**config.mk**
```make
export PLATFORM = sky130hd
export DESIGN_NAME = stack_access_unit
export DESIGN_NICKNAME = d
export VERILOG_FILES = /design/src/rtl/stack_pkg.sv /design/src/rtl/stack_pointer_reg.sv /design/src/rtl/stack_access_unit.sv
export SDC_FILE = /design/constraint.sdc
export NUM_CORES = 1
export LEC_CHECK = 0
export BUFFER_PORTS_ARGS = -buffer_cell sky130_fd_sc_hd__buf_2
export CORE_MARGIN = 2
export CORE_UTILIZATION = 30
export DETAILED_ROUTE_END_ITERATION = 10
export PLACE_DENSITY = 0.64
export RECOVER_POWER = 25
export SYNTH_ARGS = -nofsm -noshare
export SYNTH_HDL_FRONTEND = slang
export SYNTH_SLANG_ARGS = --single-unit
```
**constraint.sdc**
```tcl
create_clock -name clk -period 1.9 [get_ports clk]
set_clock_uncertainty 0.1 [all_clocks]
set_input_delay 0.285 -clock clk [delete_from_list [all_inputs] [get_ports clk]]
set_output_delay 0.285 -clock clk [all_outputs]
set_load 0.05 [all_outputs]
```
**src/rtl/stack_pkg.sv**
```systemverilog
// Shared codes, tags and helpers for the stack access unit.
package stack_pkg;

    // Sequencer phase codes.
    typedef enum logic [1:0] {
        PH_IDLE  = 2'b00,
        PH_PCLO  = 2'b01,
        PH_PCHI  = 2'b10,
        PH_FLAGS = 2'b11
    } seq_phase_e;

    // Sequencer direction codes; 2'b01 is unused and treated as no access.
    typedef enum logic [1:0] {
        DIR_NONE = 2'b00,
        DIR_PUSH = 2'b10,
        DIR_POP  = 2'b11
    } seq_dir_e;

    // Position of a sequencer pop within the current multi-word sequence.
    typedef logic [1:0] pop_idx_t;
    localparam pop_idx_t POP_IDX_PC_LO = 2'd0;
    localparam pop_idx_t POP_IDX_PC_HI = 2'd1;
    localparam pop_idx_t POP_IDX_FLAGS = 2'd2;
    localparam pop_idx_t POP_IDX_DONE  = 2'd3;

    // Destination of a word returning from memory one cycle after its pop.
    typedef enum logic [2:0] {
        CAP_NONE,
        CAP_SINGLE,
        CAP_PC_LO,
        CAP_PC_HI,
        CAP_FLAGS
    } cap_kind_e;

    // Empty-stack pointer: the top word of the address space.
    function automatic int unsigned sp_reset_for(input int unsigned addr_w);
        return (32'd1 << addr_w) - 32'd1;
    endfunction

endpackage

```
**src/rtl/stack_pointer_reg.sv**
```systemverilog
// Stack pointer register with increment/decrement and optional bounds checking.
// Bounds checking is enabled by defining STACK_BOUNDS_CHECK_EN.
module stack_pointer_reg
    import stack_pkg::*;
#(
    parameter int unsigned ADDR_W   = 11,
    parameter int unsigned SP_RESET = sp_reset_for(ADDR_W)
) (
    input  logic              clk,
    input  logic              rst_n,
    input  logic              i_push,
    input  logic              i_pop,
    output logic [ADDR_W-1:0] o_sp,
    output logic [ADDR_W-1:0] o_sp_inc,
    output logic              o_push_ok,
    output logic              o_pop_ok,
    output logic              o_stack_err
);

    localparam logic [ADDR_W-1:0] SP_RESET_VAL = ADDR_W'(SP_RESET);

    logic [ADDR_W-1:0] r_sp;

    assign o_sp     = r_sp;
    assign o_sp_inc = r_sp + ADDR_W'(1);

`ifdef STACK_BOUNDS_CHECK_EN
    logic r_stack_err;

    // A push into address 0 or a pop from the empty stack is blocked.
    assign o_push_ok   = (r_sp != '0);
    assign o_pop_ok    = (r_sp != SP_RESET_VAL);
    assign o_stack_err = r_stack_err;

    // Sticky error on any blocked access; only reset clears it.
    always_ff @(posedge clk) begin
        if (!rst_n) begin
            r_stack_err <= 1'b0;
        end else if ((i_push && !o_push_ok) || (i_pop && !o_pop_ok)) begin
            r_stack_err <= 1'b1;
        end
    end
`else
    // Unchecked: the pointer wraps modulo the address space.
    assign o_push_ok   = 1'b1;
    assign o_pop_ok    = 1'b1;
    assign o_stack_err = 1'b0;
`endif

    // Stack grows down; push has priority should both ever be requested.
    always_ff @(posedge clk) begin
        if (!rst_n) begin
            r_sp <= SP_RESET_VAL;
        end else if (i_push && o_push_ok) begin
            r_sp <= r_sp - ADDR_W'(1);
        end else if (i_pop && o_pop_ok) begin
            r_sp <= o_sp_inc;
        end
    end

endmodule

```
**src/rtl/stack_access_unit.sv**
```systemverilog
// Memory-stage stack datapath: drives stack memory accesses for the sequencer and for
// single PUSH/POP requests, and reassembles popped PC/flags/data words.
// Bounds checking is enabled by defining STACK_BOUNDS_CHECK_EN.
module stack_access_unit
    import stack_pkg::*;
#(
    parameter int unsigned ADDR_W   = 11,
    parameter int unsigned DATA_W   = 16,
    parameter int unsigned PC_W     = 32,
    parameter int unsigned FLAG_W   = 3,
    parameter int unsigned SP_RESET = sp_reset_for(ADDR_W)
) (
    input  logic              clk,
    input  logic              rst_n,
    input  logic [1:0]        seq_phase,
    input  logic [1:0]        seq_dir,
    input  logic [PC_W-1:0]   pc_in,
    input  logic [FLAG_W-1:0] flags_in,
    input  logic              push_req,
    input  logic              pop_req,
    input  logic [DATA_W-1:0] push_data,
    input  logic [DATA_W-1:0] mem_rdata,
    output logic [ADDR_W-1:0] mem_addr,
    output logic [DATA_W-1:0] mem_wdata,
    output logic              mem_we,
    output logic              mem_re,
    output logic [ADDR_W-1:0] sp,
    output logic [DATA_W-1:0] pop_data,
    output logic              pop_valid,
    output logic [PC_W-1:0]   pc_out,
    output logic              pc_valid,
    output logic [FLAG_W-1:0] flags_out,
    output logic              flags_valid,
    output logic              stack_err
);

    logic              w_seq_act;
    logic              w_push;
    logic              w_pop;
    logic              w_push_ok;
    logic              w_pop_ok;
    logic [ADDR_W-1:0] w_sp;
    logic [ADDR_W-1:0] w_sp_inc;
    logic [DATA_W-1:0] w_push_word;
    logic [DATA_W-1:0] w_rdata;
    cap_kind_e         w_cap_kind;
    pop_idx_t          w_pop_idx_d;

    cap_kind_e         r_cap_kind;
    logic              r_cap_zero;
    pop_idx_t          r_pop_idx;
    logic [DATA_W-1:0] r_pop_data;
    logic              r_pop_valid;
    logic [PC_W-1:0]   r_pc;
    logic              r_pc_valid;
    logic [FLAG_W-1:0] r_flags;
    logic              r_flags_valid;

    assign w_seq_act = (seq_phase != PH_IDLE);

    stack_pointer_reg #(
        .ADDR_W   (ADDR_W),
        .SP_RESET (SP_RESET)
    ) u_sp (
        .clk         (clk),
        .rst_n       (rst_n),
        .i_push      (w_push),
        .i_pop       (w_pop),
        .o_sp        (w_sp),
        .o_sp_inc    (w_sp_inc),
        .o_push_ok   (w_push_ok),
        .o_pop_ok    (w_pop_ok),
        .o_stack_err (stack_err)
    );

    // Decode the access for this cycle; an active sequencer phase locks out single
    // requests, and nothing is issued while reset is held.
    always_comb begin
        w_push = 1'b0;
        w_pop  = 1'b0;
        if (rst_n) begin
            if (w_seq_act) begin
                w_push = (seq_dir == DIR_PUSH);
                w_pop  = (seq_dir == DIR_POP);
            end else begin
                w_push = push_req;
                w_pop  = pop_req && !push_req;
            end
        end
    end

    // Select the word to push from the current phase.
    always_comb begin
        case (seq_phase_e'(seq_phase))
            PH_FLAGS: w_push_word = DATA_W'(flags_in);
            PH_PCHI:  w_push_word = pc_in[PC_W-1 -: DATA_W];
            PH_PCLO:  w_push_word = pc_in[DATA_W-1:0];
            default:  w_push_word = push_data;
        endcase
    end

    // Drive memory strobes, address and write data; idle outputs are zero.
    always_comb begin
        mem_we    = w_push && w_push_ok;
        mem_re    = w_pop && w_pop_ok;
        mem_addr  = '0;
        mem_wdata = '0;
        if (mem_we) begin
            mem_addr  = w_sp;
            mem_wdata = w_push_word;
        end else if (mem_re) begin
            mem_addr = w_sp_inc;
        end
    end

    // Tag each pop with where its data goes, and advance the sequencer pop index.
    always_comb begin
        w_cap_kind  = CAP_NONE;
        w_pop_idx_d = r_pop_idx;
        if (w_pop) begin
            if (!w_seq_act) begin
                w_cap_kind = CAP_SINGLE;
            end else begin
                case (r_pop_idx)
                    POP_IDX_PC_LO: w_cap_kind = CAP_PC_LO;
                    POP_IDX_PC_HI: w_cap_kind = CAP_PC_HI;
                    POP_IDX_FLAGS: w_cap_kind = CAP_FLAGS;
                    default:       w_cap_kind = CAP_NONE;
                endcase
            end
        end
        if (!w_seq_act) begin
            w_pop_idx_d = POP_IDX_PC_LO;
        end else if (w_pop && (r_pop_idx != POP_IDX_DONE)) begin
            w_pop_idx_d = r_pop_idx + pop_idx_t'(1);
        end
    end

    // A blocked pop still completes its capture, returning zero.
    assign w_rdata = r_cap_zero ? '0 : mem_rdata;

    // Hold the pop tag for one cycle so it lines up with mem_rdata.
    always_ff @(posedge clk) begin
        if (!rst_n) begin
            r_cap_kind <= CAP_NONE;
            r_cap_zero <= 1'b0;
            r_pop_idx  <= POP_IDX_PC_LO;
        end else begin
            r_cap_kind <= w_cap_kind;
            r_cap_zero <= w_pop && !w_pop_ok;
            r_pop_idx  <= w_pop_idx_d;
        end
    end

    // Capture returned words into their destinations and pulse the matching valid.
    always_ff @(posedge clk) begin
        if (!rst_n) begin
            r_pop_data    <= '0;
            r_pop_valid   <= 1'b0;
            r_pc          <= '0;
            r_pc_valid    <= 1'b0;
            r_flags       <= '0;
            r_flags_valid <= 1'b0;
        end else begin
            r_pop_valid   <= 1'b0;
            r_pc_valid    <= 1'b0;
            r_flags_valid <= 1'b0;
            case (r_cap_kind)
                CAP_SINGLE: begin
                    r_pop_data  <= w_rdata;
                    r_pop_valid <= 1'b1;
                end
                CAP_PC_LO: r_pc[DATA_W-1:0] <= w_rdata;
                CAP_PC_HI: begin
                    r_pc[PC_W-1 -: DATA_W] <= w_rdata;
                    r_pc_valid             <= 1'b1;
                end
                CAP_FLAGS: begin
                    r_flags       <= w_rdata[FLAG_W-1:0];
                    r_flags_valid <= 1'b1;
                end
                default: ;
            endcase
        end
    end

    assign sp          = w_sp;
    assign pop_data    = r_pop_data;
    assign pop_valid   = r_pop_valid;
    assign pc_out      = r_pc;
    assign pc_valid    = r_pc_valid;
    assign flags_out   = r_flags;
    assign flags_valid = r_flags_valid;

endmodule

```
Word level (Yosys, flattened, before mapping)
Cells that the tools add are included.
Operators by class
  reduce and logical (&&, ||, !) cells: 9
  mux-type cells: 15
  divide/modulo/power cells: 0
  equal/unequal tests: 12
  $mul: 0
  bitwise operators: 0
  $add $sub $neg: 3
  shift-type cells: 0
  magnitude comparators: 0
Operators with widths (count)
  $pmux 16 s3: 1
  $mux 11: 4
  $mux 16: 1
  $add 11x1->11 const B: 1
  $sub 11x1->11 const B: 1
  $eq 2x2->1 const B: 5
  $pmux 3 s3: 1
  $mux 1: 8
  $eq 3x2->1 const B: 2
  $eq 2x1->1 const B: 2
  $reduce_and 2->1: 2
  $reduce_bool 2->1: 2
  $eq 3x1->1 const B: 1
  $eq 3x3->1 const B: 1
  $reduce_and 3->1: 1
  $add 2x1->2 const B: 1
  $logic_and 1x1->1: 2
  $logic_not 2->1: 1
  $ne 2x2->1 const B: 1
  $logic_not 1->1: 1
Storage, ports and cells
  register bits: 70
  output and inout bits: 95
  latch bits: 0
  bits in read-only memories: 0
  word-level logic and storage cells: 50
  memory bits (writable): 0
  bits of input ports: 75
  memories kept: 0

Logic depth before layout (Yosys ltp)
  depth after elaboration: 6
  depth in mapped cells: 8
  gate-level depth less buffers: 6

Cells and area by module
A second synthesis with hierarchy kept.
Second synthesis, totals
  cell total of the unflattened synthesis: 484
  area total of the unflattened synthesis: 3990.1 um2
By module, submodules not included
  stack_access_unit: instances 1, area an instance 3115.5 um2, cells an instance 380, sequential area each 1201.2 um2
  stack_pointer_reg: instances 1, area an instance 874.6 um2, cells an instance 104, sequential area each 220.2 um2

Worst setup path before layout
Ideal clock, no wire load.
  path kind: register -> output
  start point: register u_sp.r_sp[4], in the netlist u_sp.o_sp[4]
  end point: output port mem_addr[6]
  buffers on the path: 1
  setup slack: -0.871 ns
  stages on the path, launching flop included: 5
  arrival time: 2.386 ns
  data required time: 1.515 ns
  cell sequence: dfxtp_1 > clkbuf_1 > and3_1 > nand3_1 > o31ai_1
On the way
  word-level cells in the longest chain between the ends: 3
RTL lines
  start, declared: line stack_pointer_reg.sv:22  | logic [ADDR_W-1:0] r_sp;
  start signal, assigned: line stack_pointer_reg.sv:55  | r_sp <= r_sp - ADDR_W'(1);
  start signal, assigned: line stack_pointer_reg.sv:57  | r_sp <= o_sp_inc;
  $add 11x1->11: line stack_pointer_reg.sv:25  | assign o_sp_inc = r_sp + ADDR_W'(1);
  $mux 11: line stack_access_unit.sv:111  | end else if (mem_re) begin
  $mux 11: line stack_access_unit.sv:108  | if (mem_we) begin
  end, declared: line stack_access_unit.sv:23  | output logic [ADDR_W-1:0] mem_addr,
No other way between the ends.

Final worst setup path
  start point: register u_sp.r_sp[2], in the netlist u_sp.o_sp[2]
  end point: output port mem_addr[9]
The elaborated chain is that of the path after synthesis.

==> summary.txt <==
===============================================================================
Outcome .......................................................... complete, but fails checks
Violated checks .................................................. setup timing
Required time of the critical path ...............................      1510 ps
Die Footprint ....................................................  13,040 um^2
Antenna violations before repair .................................            0
Clock buffers created by TritonCTS ...............................            9
Cell with the largest stage delay on the worst path ..............      dfxtp_4
Final core utilization ...........................................       47.39%
Share of cells above drive strength 1 ............................       46.75%
Final count of pins violating max slew ...........................            0
Count of final setup violators ...................................            8
Number of endpoints with negative hold slack in the final report .            0
Core region area .................................................  11,910 um^2
List of cells traversed by the critical path ..................... nand3_2 -> nor2_2 -> nand4_1 -> o21ai_4 -> buf_6
CTS H-tree lvls ..................................................            3
Routed via count divided by cell count ...........................        4.934
Setup tns final ..................................................    -733.7 ps
Time the worst path needs with I/O delays and setup ..............      2114 ps
Final weighted congestion in routability-driven placement ........       0.8376
Crit Path Category ............................................... flop to primary output
Antenna Nets Post-Route ..........................................            0
Relative slew margins ............................................       55.52%
Maximum number of pins on one net before global-route repair .....           75
Total gr overflow ................................................            0
Worst endpoint data arrival time .................................      1730 ps
Count of unresolved DRC violations after routing .................            0
Leak pwr .........................................................     2.531 nW
Dominant register cell in the synthesized netlist ................      dfxtp_1
Number of flip-flops and latches in the synthesized netlist ......           70
Power per Cell Area .............................................. 783.0 nW/um^2
Clk Tree Root Cell ...............................................    clkbuf_16
Vias in the first global route ...................................        3,771
Num Clock Sinks ..................................................           70
Clock latency at the later pin of the worst-skew pair ............       330 ps
Fillcell total ...................................................        1,130
CP startpoint kind ...............................................         flop
Drt initial violations ...........................................          185
Boundary Pins ....................................................          170
Met2 Track Usage GR ..............................................       30.16%
Proportion of synthesized chip area in sequential cells ..........       38.46%
Number of flops mapped to enable cells by yosys ..................            0
Post-synthesis cell area .........................................    3643 um^2
WL/cell ..........................................................     14.43 um
Multi-input logic area ...........................................    2337 um^2
DP Wirelength ....................................................      8153 um
Smallest setup slack after layout ................................    -214.2 ps
Row Count ........................................................           40
Die span in x ....................................................     114.2 um
Initial standard-cell utilization of the core ....................       30.59%
Worst Setup SP ................................................... u_sp.o_sp[2]
Clock transition at the registers of the reported paths ..........        60 ps
Peak clock frequency supported by timing .........................    473.0 MHz
# diodes .........................................................            0
Slew at the pin closest to its max-slew limit ....................     667.2 ps
Type of the tightest min-delay check ............................. input port to flop
Clock tree from TritonCTS ........................................          yes
Seq. cell area ...................................................    1429 um^2
Number of nets produced by synthesis .............................          538
Pre-CTS setup slack ..............................................    -185.7 ps
Endpoint kind of the worst setup timing path ..................... primary output
Launch point of the worst hold path .............................. mem_rdata[5]
Number of buffer cells added on primary ports ....................          168
Number of nets at the end of the flow ............................          738
Maximum buffer depth of the clock tree ...........................            2
Gate count after technology mapping ..............................          457
Via count of the routed design ...................................        3,987
R2r startpoint ................................................... u_sp.o_sp[2]
Average cell area after synthesis ................................   7.973 um^2
Met1 layer usage reported by global route ........................       20.18%
Post-synth cell types ............................................           48
Unrepaired setup endpoints after global routing ..................         true
Largest vdd supply drop ..........................................     448.9 uV
Number of detailed-routing iterations run before antenna repair ..            4
Highest cell delay on the worst timing path ......................       400 ps
Count of yosys warnings during synthesis .........................            0
Synthesis-to-finish area growth ..................................       54.94%
CP max FO ........................................................            6
Overall global routing resource usage ............................       17.04%
Global routing's busiest layer ...................................         met2
Global-route wire length before repair ...........................    17,860 um
Final cycle utilization of the critical path .....................       111.3%
Met3 Usage GRT ...................................................       4.182%
Ys async rst share ...............................................           0%
Number of max-cap violations .....................................            0
Die height .......................................................     114.2 um
Wirelength, routed ...............................................    11,660 um
===============================================================================
final cells by class:
class | count | share of cell area, %
multi-input combinational | 346 | 41.40
sequential | 70 | 25.31
timing repair buffer | 221 | 24.56
clock buffer | 9 | 3.989
tap | 147 | 3.258
inverter | 8 | 0.7092
clock inverter | 6 | 0.6649
timing repair inverter | 1 | 0.1108
final timing paths:
path | cells past startpoint | slack (ps) | to
max | 5 | -210 | mem_addr[9]
min | 3 | 110 | pop_data[5]
max reg2reg | 6 | 110 | u_sp.o_sp[9]
min reg2reg | 2 | 350 | pc_out[28]
per-stage QoR:
stage | hold WS (ps) | cell area, um^2 | power, mW | cells
4_1_cts | 105.3 | 5424 | 4.342 | 798
3_3_place_gp | 337.8 | 4911 | 2.640 | 770
6_report | 113.7 | 5645 | 4.420 | 808
5_1_grt | 120.1 | 5645 | 4.623 | 808
2_1_floorplan | 319.9 | 3845 | 2.349 | 457
3_5_place_dp | 344.0 | 4911 | 2.653 | 770
state kept, by name (all words and copies together), names as in the netlist:
register and cells:
r_cap_kind 3, pop_data 16, pc_out 32, flags_valid 1, flags_out 3, pop_valid 1, pc_valid 1, r_pop_idx 2
u_sp.o_sp 11
kinds of logic (layout without fill, tap and decap cells):
group	count (synthesis)	count (layout)	share of synthesized area, %
simple gates	203	203	24.83
compound gates	109	109	20.43
flops	70	70	38.46
buf+inv	41	245	5.701
mux	22	22	7.211
fa+ha+maj	6	6	2.060
xor+xnor	5	5	1.202
other cells	1	1	0.1029
per-layer routing:
metal / routed length (um) / up-vias
met2: 5835 / 178
met3: 829 / 20
li1: - / 1952
met5: 0 / -
met4: 237 / 0
met1: 4755 / 1837
power by group:
part / switching, mW / internal (mW) / leakage [nW]
registers: 0.0516 / 1.51 / 0.566
logic: 0.804 / 0.550 / 1.83
clock network: 0.628 / 0.873 / 0.132
total: 1.48 / 2.94 / 2.53
what timing repair did:
action / CTS / global route
setup endpoints to repair: 27 / 19
setup buffers: 13 / 9
hold buffers: 0 / 0
resized for setup: 42 / 39
cloned: 0 / 1
pin swaps: 7 / 13
synthesized netlist by cell type, drive strengths merged (6+ instances only):
cell | number | area [um^2]
and3 | 6 | 37.54
ha | 6 | 75.07
nand2 | 116 | 437.9
a21oi | 19 | 95.09
nor2 | 46 | 175.2
nor2b | 9 | 56.30
o21ai | 24 | 120.1
buf | 17 | 117.6
a21boi | 48 | 360.4
clkbuf | 16 | 60.06
mux2i | 18 | 180.2
dfxtp | 70 | 1401
inv | 8 | 30.03
cell usage in the layout, fill, tap and decap left out, drive strengths merged, types with 3 or more instances in the layout:
| cell | netlist | layout |
|---|---|---|
| buf | 17 | 219 |
| nand2 | 116 | 116 |
| dfxtp | 70 | 70 |
| a21boi | 48 | 48 |
| nor2 | 46 | 46 |
| o21ai | 24 | 24 |
| a21oi | 19 | 19 |
| mux2i | 18 | 18 |
| clkbuf | 16 | 11 |
| inv | 8 | 11 |
| nor2b | 9 | 9 |
| and3 | 6 | 6 |
| ha | 6 | 6 |
| nand4 | 5 | 5 |
| and2 | 5 | 5 |
| a31oi | 4 | 4 |
| mux4 | 3 | 3 |
| and3b | 3 | 3 |
| a32oi | 3 | 3 |
| xor2 | 3 | 3 |
| nor3b | 3 | 3 |
| clkinv | 0 | 3 |
| nand3 | 3 | 3 |
worst max-delay path, delay by kind of cell (launching register included):
family / cells / cell delay, ps
simple gates: 3 / 620
flops: 1 / 400
compound gates: 1 / 200
buf+inv: 1 / 170
Power figures use the tool's default switching activity.
